$ cat src/rtl/nibble_serial_adder.sv
// nibble_serial_adder
//   Performs WIDTH-bit additions on one shared 4-bit adder slice, one nibble
//   per clock, least-significant nibble first, with the carry registered
//   between nibbles. Handshake: start (sampled when not computing) /
//   busy / done (single-cycle pulse).
//
//   Optional feature macro: NSA_SUB_EN
//     defined   -> adds the 'sub' port; sub=1 computes a - b as a + ~b + 1
//                  (c_in ignored, c_out=1 means no borrow)
//     undefined -> no 'sub' port, add only
//
//   The DONE cycle also samples start. This lets a requester that holds
//   start high get back-to-back operations every NIB+1 cycles. A start pulse
//   that ends before the DONE cycle is never remembered.

module nibble_serial_adder #(
  parameter int WIDTH = 16
) (
  input  logic             clk,
  input  logic             rst_n,
  input  logic             start,
  input  logic [WIDTH-1:0] a,
  input  logic [WIDTH-1:0] b,
  input  logic             c_in,
`ifdef NSA_SUB_EN
  input  logic             sub,
`endif
  output logic             busy,
  output logic             done,
  output logic [WIDTH-1:0] sum,
  output logic             c_out
);

  localparam int NIB   = WIDTH / 4;
  localparam int IDX_W = (NIB > 1) ? $clog2(NIB) : 1;
  localparam logic [IDX_W-1:0] IDX_LAST = IDX_W'(NIB - 1);

  typedef enum logic [1:0] {
    S_IDLE = 2'd0,
    S_RUN  = 2'd1,
    S_DONE = 2'd2
  } state_t;

  state_t             r_state;
  logic [IDX_W-1:0]   r_idx;
  logic               r_cy;
  logic [WIDTH-1:0]   r_a;     // operand A, shifted down one nibble per step
  logic [WIDTH-1:0]   r_b;     // operand B (already inverted for subtract)
  logic [WIDTH-1:0]   r_acc;   // partial result, nibbles enter from the top
  logic [WIDTH-1:0]   r_sum;
  logic               r_c_out;
  logic               r_busy;
  logic               r_done;

  logic [WIDTH-1:0]   w_b_in;
  logic               w_cy_in;
  logic [4:0]         w_nib;
  logic [WIDTH-1:0]   w_acc_next;

  // Operand B and the nibble-0 carry as they are captured at accept time.
  // Subtraction is folded in here, so the datapath itself only ever adds.
`ifdef NSA_SUB_EN
  assign w_b_in  = sub ? ~b : b;
  assign w_cy_in = sub ? 1'b1 : c_in;
`else
  assign w_b_in  = b;
  assign w_cy_in = c_in;
`endif

  // The shared 4-bit slice. The low nibbles of the shifting operand
  // registers always hold the nibble currently being processed.
  assign w_nib      = {1'b0, r_a[3:0]} + {1'b0, r_b[3:0]} + {4'b0000, r_cy};
  assign w_acc_next = {w_nib[3:0], r_acc[WIDTH-1:4]};

  // Sequencer: accept, step one nibble per clock, publish, pulse done.
  always_ff @(posedge clk or negedge rst_n) begin
    if (!rst_n) begin
      // NOTE: operand and accumulator registers are reset too, so a reset
      // in the middle of an operation leaves no stale data behind.
      r_state <= S_IDLE;
      r_idx   <= '0;
      r_cy    <= 1'b0;
      r_a     <= '0;
      r_b     <= '0;
      r_acc   <= '0;
      r_sum   <= '0;
      r_c_out <= 1'b0;
      r_busy  <= 1'b0;
      r_done  <= 1'b0;
    end else begin
      // NOTE: non-blocking default. The RUN branch below can override it in
      // the same cycle, and the last assignment wins.
      r_done <= 1'b0;
      unique case (r_state)
        S_IDLE, S_DONE: begin
          if (start) begin
            r_a     <= a;
            r_b     <= w_b_in;
            r_cy    <= w_cy_in;
            r_acc   <= '0;
            r_idx   <= '0;
            r_busy  <= 1'b1;
            r_state <= S_RUN;
          end else begin
            r_busy  <= 1'b0;
            r_state <= S_IDLE;
          end
        end

        S_RUN: begin
          r_a   <= r_a >> 4;
          r_b   <= r_b >> 4;
          r_cy  <= w_nib[4];
          r_acc <= w_acc_next;
          if (r_idx == IDX_LAST) begin
            // Only the finished result is ever made visible.
            r_sum   <= w_acc_next;
            r_c_out <= w_nib[4];
            r_done  <= 1'b1;
            r_idx   <= '0;
            r_state <= S_DONE;
          end else begin
            r_idx <= r_idx + IDX_W'(1);
          end
        end

        default: begin
          r_busy  <= 1'b0;
          r_state <= S_IDLE;
        end
      endcase
    end
  end

  assign busy  = r_busy;
  assign done  = r_done;
  assign sum   = r_sum;
  assign c_out = r_c_out;

endmodule

$ cat config.mk
export PLATFORM = sky130hd
export DESIGN_NAME = nibble_serial_adder
export DESIGN_NICKNAME = d
export VERILOG_FILES = /design/src/rtl/nibble_serial_adder.sv
export SDC_FILE = /design/constraint.sdc
export NUM_CORES = 1
export LEC_CHECK = 0
export CAP_MARGIN = 20
export CORE_MARGIN = 2
export CORE_UTILIZATION = 45
export DETAILED_ROUTE_END_ITERATION = 7
export PLACE_DENSITY = 0.71
export RECOVER_POWER = 100
export SLEW_MARGIN = 20
export SYNTH_ARGS = -nofsm -noshare
export SYNTH_HDL_FRONTEND = slang
export SYNTH_SLANG_ARGS = --single-unit
$ cat constraint.sdc
create_clock -name clk -period 3 [get_ports clk]
set_input_delay 0.6 -clock clk [delete_from_list [all_inputs] [get_ports clk]]
set_output_delay 0.6 -clock clk [all_outputs]
set_load 0.02 [all_outputs]
==> summary.txt, run 1 <==
Outcome
  • Outcome: finished, violations left
  • Failing checks: capacitance limit, slew limit

CTS
  • Worst skew pair latency: 0.34 ns
  • Total CTS buffers: 9
  • CTS max path bufs: 2
  • Setup bufs post-CTS: 0
  • Sink Count: 68
  • Resize count post-CTS: 0
  • Clock transition at the registers of the reported paths: 0.07 ns
  • CTS Root Cell: clkbuf_8
  • TritonCTS clock tree: done
  • H-Tree Depth: 3
  • Hold Buf Count CTS: 0

Die
  • I/O Pins: 55
  • Row count: 28
  • Die H: 82.7 um
  • Initial core utilization: 46.8%
  • Placeable Area: 5960 um^2
  • Die W: 82.7 um
  • Die area: 6840 um^2

Worst setup path
  • Crit start category: input port
  • Setup CP Type: input port to flip-flop
  • CP endpoint kind: flip-flop
  • Worst path arrival time: 2.40 ns
  • WP data required: 3.27 ns
  • Worst r2r path cells: 4
  • Crit-path max FO: 22

Timing
  • Slew Limit Fails: 33
  • Fmax: 0.470 GHz
  • Final Hold Viols: 0
  • Clock Skew: 0.00724 ns
  • RSZ-0062 raised after global routing: no
  • Setup-failing EPs final: 0
  • Setup TNS: 0 ns
  • Final period util: 71.0%
  • Slew @ Worst Pin: 1.90 ns
  • Max transition margin: -26.5%
  • Final min period: 2.13 ns

Global route
  • Vias in the first global route: 1945
  • Initial antenna violation count: 0
  • First-pass GRT wire length: 9270 um
  • Total global-route track usage: 18.3%
  • Remaining global-route overflow: 0
  • Largest net degree at the start of global routing: 37

Logic synthesis
  • Syn Inst Count: 230
  • Synth unique cells: 27
  • Synthesized Nets: 272
  • Cell Area, Synth: 2790 um^2
  • Synth warn: 0
  • Post-synthesis sequential area ratio: 61.0%
  • FF+latch count, synth: 68
  • Mean Syn Cell Area: 12.1 um^2

Layout
  • Fillcell total: 508
  • Share of cells above drive strength 1: 11.2%
  • Register area: 1700 um^2
  • Final nets: 323
  • Post-route design area: 3540 um^2
  • # diodes: 0
  • Area growth syn-to-layout: 27.0%
  • Multi-input logic area: 995 um^2

Hold path
  • Hold Path Depth: 2
  • Hold Crit Class: flip-flop to flip-flop

Pwr
  • Max IR drop VDD: 489 uV
  • Pleak: 1.69 nW
  • Pwr per Cell Area: 1080 nW/um^2

Run
  • Maxcap violations: 1

Detailed routing
  • Drt pass-1 iters: 4
  • Vias/cell: 5.60
  • Total wire length: 5560 um
  • Antenna-violating nets left: 0
  • # DRC: 0
  • DR WL/cell: 15.4 um
  • Total number of vias: 2016
  • Initial DRC count: 120

Place
  • Area post-placement: 3380 um^2
  • GPL Wtd Cong: 0.778
  • Dpl hpwl: 3660 um
  • PortBufs: 54
## placed cells by master (no fill, tap or decap)
master           instances
and2b_1                  1
nand3_1                 27
buf_12                   1
nand2b_1                 1
a22o_1                  19
nor2b_1                  1
dlygate4sd3_1           20
nor3_1                   1
and4_1                   1
a22oi_1                 24
mux2_2                  14
nand3b_1                 1
clkdlybuf4s50_1         33
buf_4                    2
o21ai_0                  3
clkbuf_8                11
nand2b_2                 1
xnor2_1                  1
nand2_1                 30
dfrtp_1                 68
a211o_1                  2
fa_1                     2
a21o_1                   2
o2bb2ai_1                1
clkinv_2                 2
ha_1                     4
nor2_2                   1
clkbuf_1                 4
o211ai_1                 1
inv_1                    2
a211oi_1                 1
nand4_1                  1
a21oi_1                  2
## area by class of cell
cell class,count,share of cell area [%]
inverters,2,0.212
multi-input cells,142,28.1
repair buffers,58,16.2
flip-flops and latches,68,48.1
clock buffers,13,4.49
well taps,75,2.65
clock inverters,2,0.283
## sequential cells by signal, summed over array words and instances, names as in the netlist
register  cells
done          1
r_b          16
c_out         1
sum          16
r_acc        12
r_idx         2
r_state       2
r_cy          1
r_a          16
busy          1
## routing by layer
layer  global-route usage [%]  vias up  routed length [um]
li1                         -      942                   -
met1                     24.5      992                2520
met2                     27.9       71                2600
met3                     4.57       11                 316
met4                     8.85        0                 118
met5                        0        -                   0
## stage by stage
step	instances	hold slack [ns]	total power, mW	util, %	setup slack (ns)
3_3_place_gp	345	0.467	3.18	56.7	0.844
6_report	360	0.477	3.81	59.4	0.871
5_1_grt	360	0.504	4.10	59.4	0.759
2_1_floorplan	230	0.304	2.68	-	1.22
4_1_cts	360	0.368	3.89	59.5	1.01
3_5_place_dp	345	0.468	3.24	56.7	0.816
## Yosys cell counts
library cell	instances	share of area, %
nor3_1	1	0.18
nand2b_1	2	0.45
clkbuf_1	3	0.40
nor2b_1	1	0.22
mux2_2	14	5.7
and4_1	1	0.31
a211oi_1	1	0.27
nor2_2	1	0.22
a22oi_1	24	6.5
a21oi_1	2	0.36
a211o_1	2	0.63
xnor2_1	1	0.31
buf_2	15	2.7
o211ai_1	1	0.27
o2bb2ai_1	1	0.31
a22o_1	19	6.0
inv_1	2	0.27
dfrtp_1	68	61
o21ai_0	3	0.54
ha_1	4	1.8
nand2_1	30	4.0
and2b_1	1	0.27
nand3_1	27	4.8
nand3b_1	1	0.27
nand4_1	1	0.22
a21o_1	2	0.54
fa_1	2	1.4
## cells by family after synthesis
kind of cell	Yosys count	share of synthesized area, %
buffers and inverters	20	3.37
DFF	68	61.0
and+or+nand+nor	66	11.0
muxes	14	5.66
adders and majority gates	6	3.23
AOI/OAI and AO/OA	55	15.4
xor gates and xnor gates	1	0.314
## where the power goes
part	total, mW	internal, mW	switching, mW
Clock	0.654	0.339	0.316
Sequential	1.57	1.33	0.244
Combinational	1.58	0.719	0.864
Total	3.81	2.38	1.42
## final timing paths
path	start	slack, ns	to
worst max-delay path	start	0.87	r_acc[10]
worst min-delay path	busy	0.48	busy
worst max register to register	r_state[0]	1.00	r_acc[10]
worst min register to register	busy	0.48	busy
max in group asynchronous	rst_n	1.12	r_b[14]
min in group asynchronous	rst_n	0.78	r_a[7]
## worst max-delay path: stages
cell	delay (ns)
dlygate4sd3_1	0.55
nor2b_1	0.16
nor2_2	0.08
clkbuf_1	0.76
a22o_1	0.25
No activity file was read; power rests on OpenSTA's default activity.
==> run 2: changes to the inputs <==
- clock period: 3 -> 2 ns (I/O delays scaled with it)
==> summary.txt, run 2 (same netlist as run 1, synthesis figures left out) <==
Timing
  • Final min period: 1.87 ns
  • Max transition margin: -10.2% (was -26.5%)
  • Clock Skew: 0.00513 ns (was 0.00724 ns)
  • RSZ-0062 raised after global routing: no (unchanged)
  • Worst setup margin: 0.134 ns (was 0.871 ns)
  • Final period util: 93.3%
  • Setup TNS: 0 ns (unchanged)
  • Hold slack: 0.488 ns (was 0.477 ns)
  • Slew @ Worst Pin: 1.65 ns (was 1.90 ns)
  • Fmax: 0.536 GHz
  • Slew Limit Fails: 69 (was 33)
  • Final Hold Viols: 0 (unchanged)
  • Setup-failing EPs final: 0 (unchanged)

Detailed routing
  • Met3 wire length: 298 um (was 316 um)
  • Vias/cell: 5.47 (was 5.60)
  • DR WL/cell: 15.3 um (was 15.4 um)
  • Antenna-violating nets left: 0 (unchanged)
  • WL met1: 2610 um (was 2520 um)
  • Drt pass-1 iters: 4 (unchanged)
  • Total number of vias: 2006 (was 2016)
  • # DRC: 0 (unchanged)
  • Total wire length: 5600 um (was 5560 um)
  • Initial DRC count: 92 (was 120)
  • Met2 wire length: 2590 um (was 2600 um)
  • Uppermost layer routed: met4 (unchanged)

Die
  • Initial core utilization: 46.8% (unchanged)
  • I/O Pins: 55 (unchanged)
  • Die area: 6840 um^2 (unchanged)
  • Placeable Area: 5960 um^2 (unchanged)
  • Row count: 28 (unchanged)
  • Die H: 82.7 um (unchanged)
  • Die W: 82.7 um (unchanged)

Global route
  • First-pass GRT wire length: 9500 um (was 9270 um)
  • Vias in the first global route: 1983 (was 1945)
  • Remaining global-route overflow: 0 (unchanged)
  • Total global-route track usage: 18.9% (was 18.3%)
  • Largest net degree at the start of global routing: 69 (was 37)
  • Initial antenna violation count: 0 (unchanged)

CTS
  • Clock transition at the registers of the reported paths: 0.07 ns (about the same)
  • Setup bufs post-CTS: 0 (unchanged)
  • Hold Buf Count CTS: 0 (unchanged)
  • TritonCTS clock tree: done (unchanged)
  • Sink Count: 68 (unchanged)
  • Worst skew pair latency: 0.34 ns (about the same)
  • H-Tree Depth: 3 (unchanged)
  • CTS max path bufs: 2 (unchanged)
  • Total CTS buffers: 9 (unchanged)
  • CTS Root Cell: clkbuf_8 (unchanged)

Place
  • Dpl hpwl: 3720 um (was 3660 um)
  • Inst Count DP: 353 (was 345)
  • PortBufs: 54 (unchanged)
  • GPL Wtd Cong: 0.817 (was 0.778)
  • Dpl ws: 0.130 ns (was 0.816 ns)

Worst setup path
  • Setup CP Type: flip-flop to flip-flop (was input port to flip-flop)
  • Worst reg-to-reg setup slack: 0.13 ns (was 1.00 ns)
  • WP data required: 2.20 ns (was 3.27 ns)
  • Crit start category: flip-flop (was input port)
  • FF-to-FF Start: r_cy (was r_state[0])
  • Worst path arrival time: 2.06 ns (was 2.40 ns)
  • CP endpoint kind: flip-flop (unchanged)
  • Worst r2r path cells: 5 (was 4)
  • CP endpoint: c_out (was r_acc[10])
  • Crit-path max FO: 2 (was 22)
  • Beginning of the critical path: r_cy (was start)
  • Worst R2R End: c_out (was r_acc[10])

Run
  • Maxcap violations: 1 (unchanged)

Layout
  • Area growth syn-to-layout: 28.3% (was 27.0%)
  • Fin util: 60.0% (was 59.4%)
  • Final nets: 331 (was 323)
  • Finished Layout Cells: 367 (was 360)
  • Most common cell after layout, fill and taps aside: dfrtp_1 (unchanged)
  • Most frequent cells in the layout: dfrtp_1 (68), clkdlybuf4s50_1 (33), nand2_1 (30) (unchanged)
  • # diodes: 0 (unchanged)
  • Share of cells above drive strength 1: 13.4% (was 11.2%)

Pwr
  • Clock power frac: 17.4% (was 17.2%)
  • Gate power share: 42.3% (was 41.6%)
  • Pwr per Cell Area: 1630 nW/um^2 (was 1080 nW/um^2)
  • Part of the power in registers: 40.3% (was 41.2%)
  • Max IR drop VDD: 708 uV (was 489 uV)
  • Pleak: 1.72 nW (was 1.69 nW)
  • Psw: 2.15 mW (was 1.42 mW)
  • Int Power: 3.66 mW (was 2.38 mW)
  • Net Sw Frac: 37.0% (was 37.4%)

Hold path
  • Hold Crit Class: flip-flop to flip-flop (unchanged)

Outcome
  • Outcome: finished, violations left (unchanged)
  • Failing checks: capacitance limit, slew limit (unchanged)
-- run 2: through the flow --
step / total power, mW / area [um^2]
finish: 5.81 / 3580
global route: 6.29 / 3580
CTS: 5.99 / 3610
detailed placement: 4.97 / 3440
global placement: 4.88 / 3440
floorplan: 4.02 / 2790
-- run 2: power by group through the flow --
stage               Clock, mW  Sequential [mW]  Combinational [mW]
detailed placement          0             2.38                2.58
global placement            0             2.36                2.52
floorplan                   0             2.50                1.52
CTS                      1.04             2.36                2.59
global route             1.10             2.43                2.76
finish                   1.01             2.34                2.46
-- run 2: worst min-delay path by stage --
stage | endpoint | from | cells past startpoint | slack (ns)
finish | busy | busy | 2 | 0.49
global route | r_acc[4] | r_acc[4] | 1 | 0.51
CTS | r_acc[11] | rst_n | 2 | 0.09
detailed placement | sum[7] | rst_n | 2 | 0.45
global placement | sum[3] | rst_n | 2 | 0.45
floorplan | busy | rst_n | 0 | 0.10
-- run 2: area by class of cell --
class / count / area (um^2)
Timing Repair Buffer: 66 / 604
Multi-Input combinational cell: 142 / 993
Inverter: 2 / 7.51
Clock inverter: 2 / 10.0
Tap cell: 75 / 93.8
Clock buffer: 12 / 165
Fill cell: 531 / 2380
Sequential cell: 68 / 1700
-- run 2: critical path, cell delays in order (launching register included) --
cell and delay, ns:
dfrtp_1 0.40, fa_1 0.47, fa_1 0.42, a21o_1 0.21
a21oi_2 0.14, o21ai_0 0.09
-- run 2: metal layers --
layer	up-vias	GRT usage (%)
li1	956	-
met1	974	24.9
met2	64	29.6
met3	12	4.24
met4	0	9.34
met5	-	0
-- run 2: repair_timing --
item | in CTS | in global routing
setup endpoints to repair | 0 | 1
hold endpoints to repair | 0 | 0
resized for setup | 0 | 1
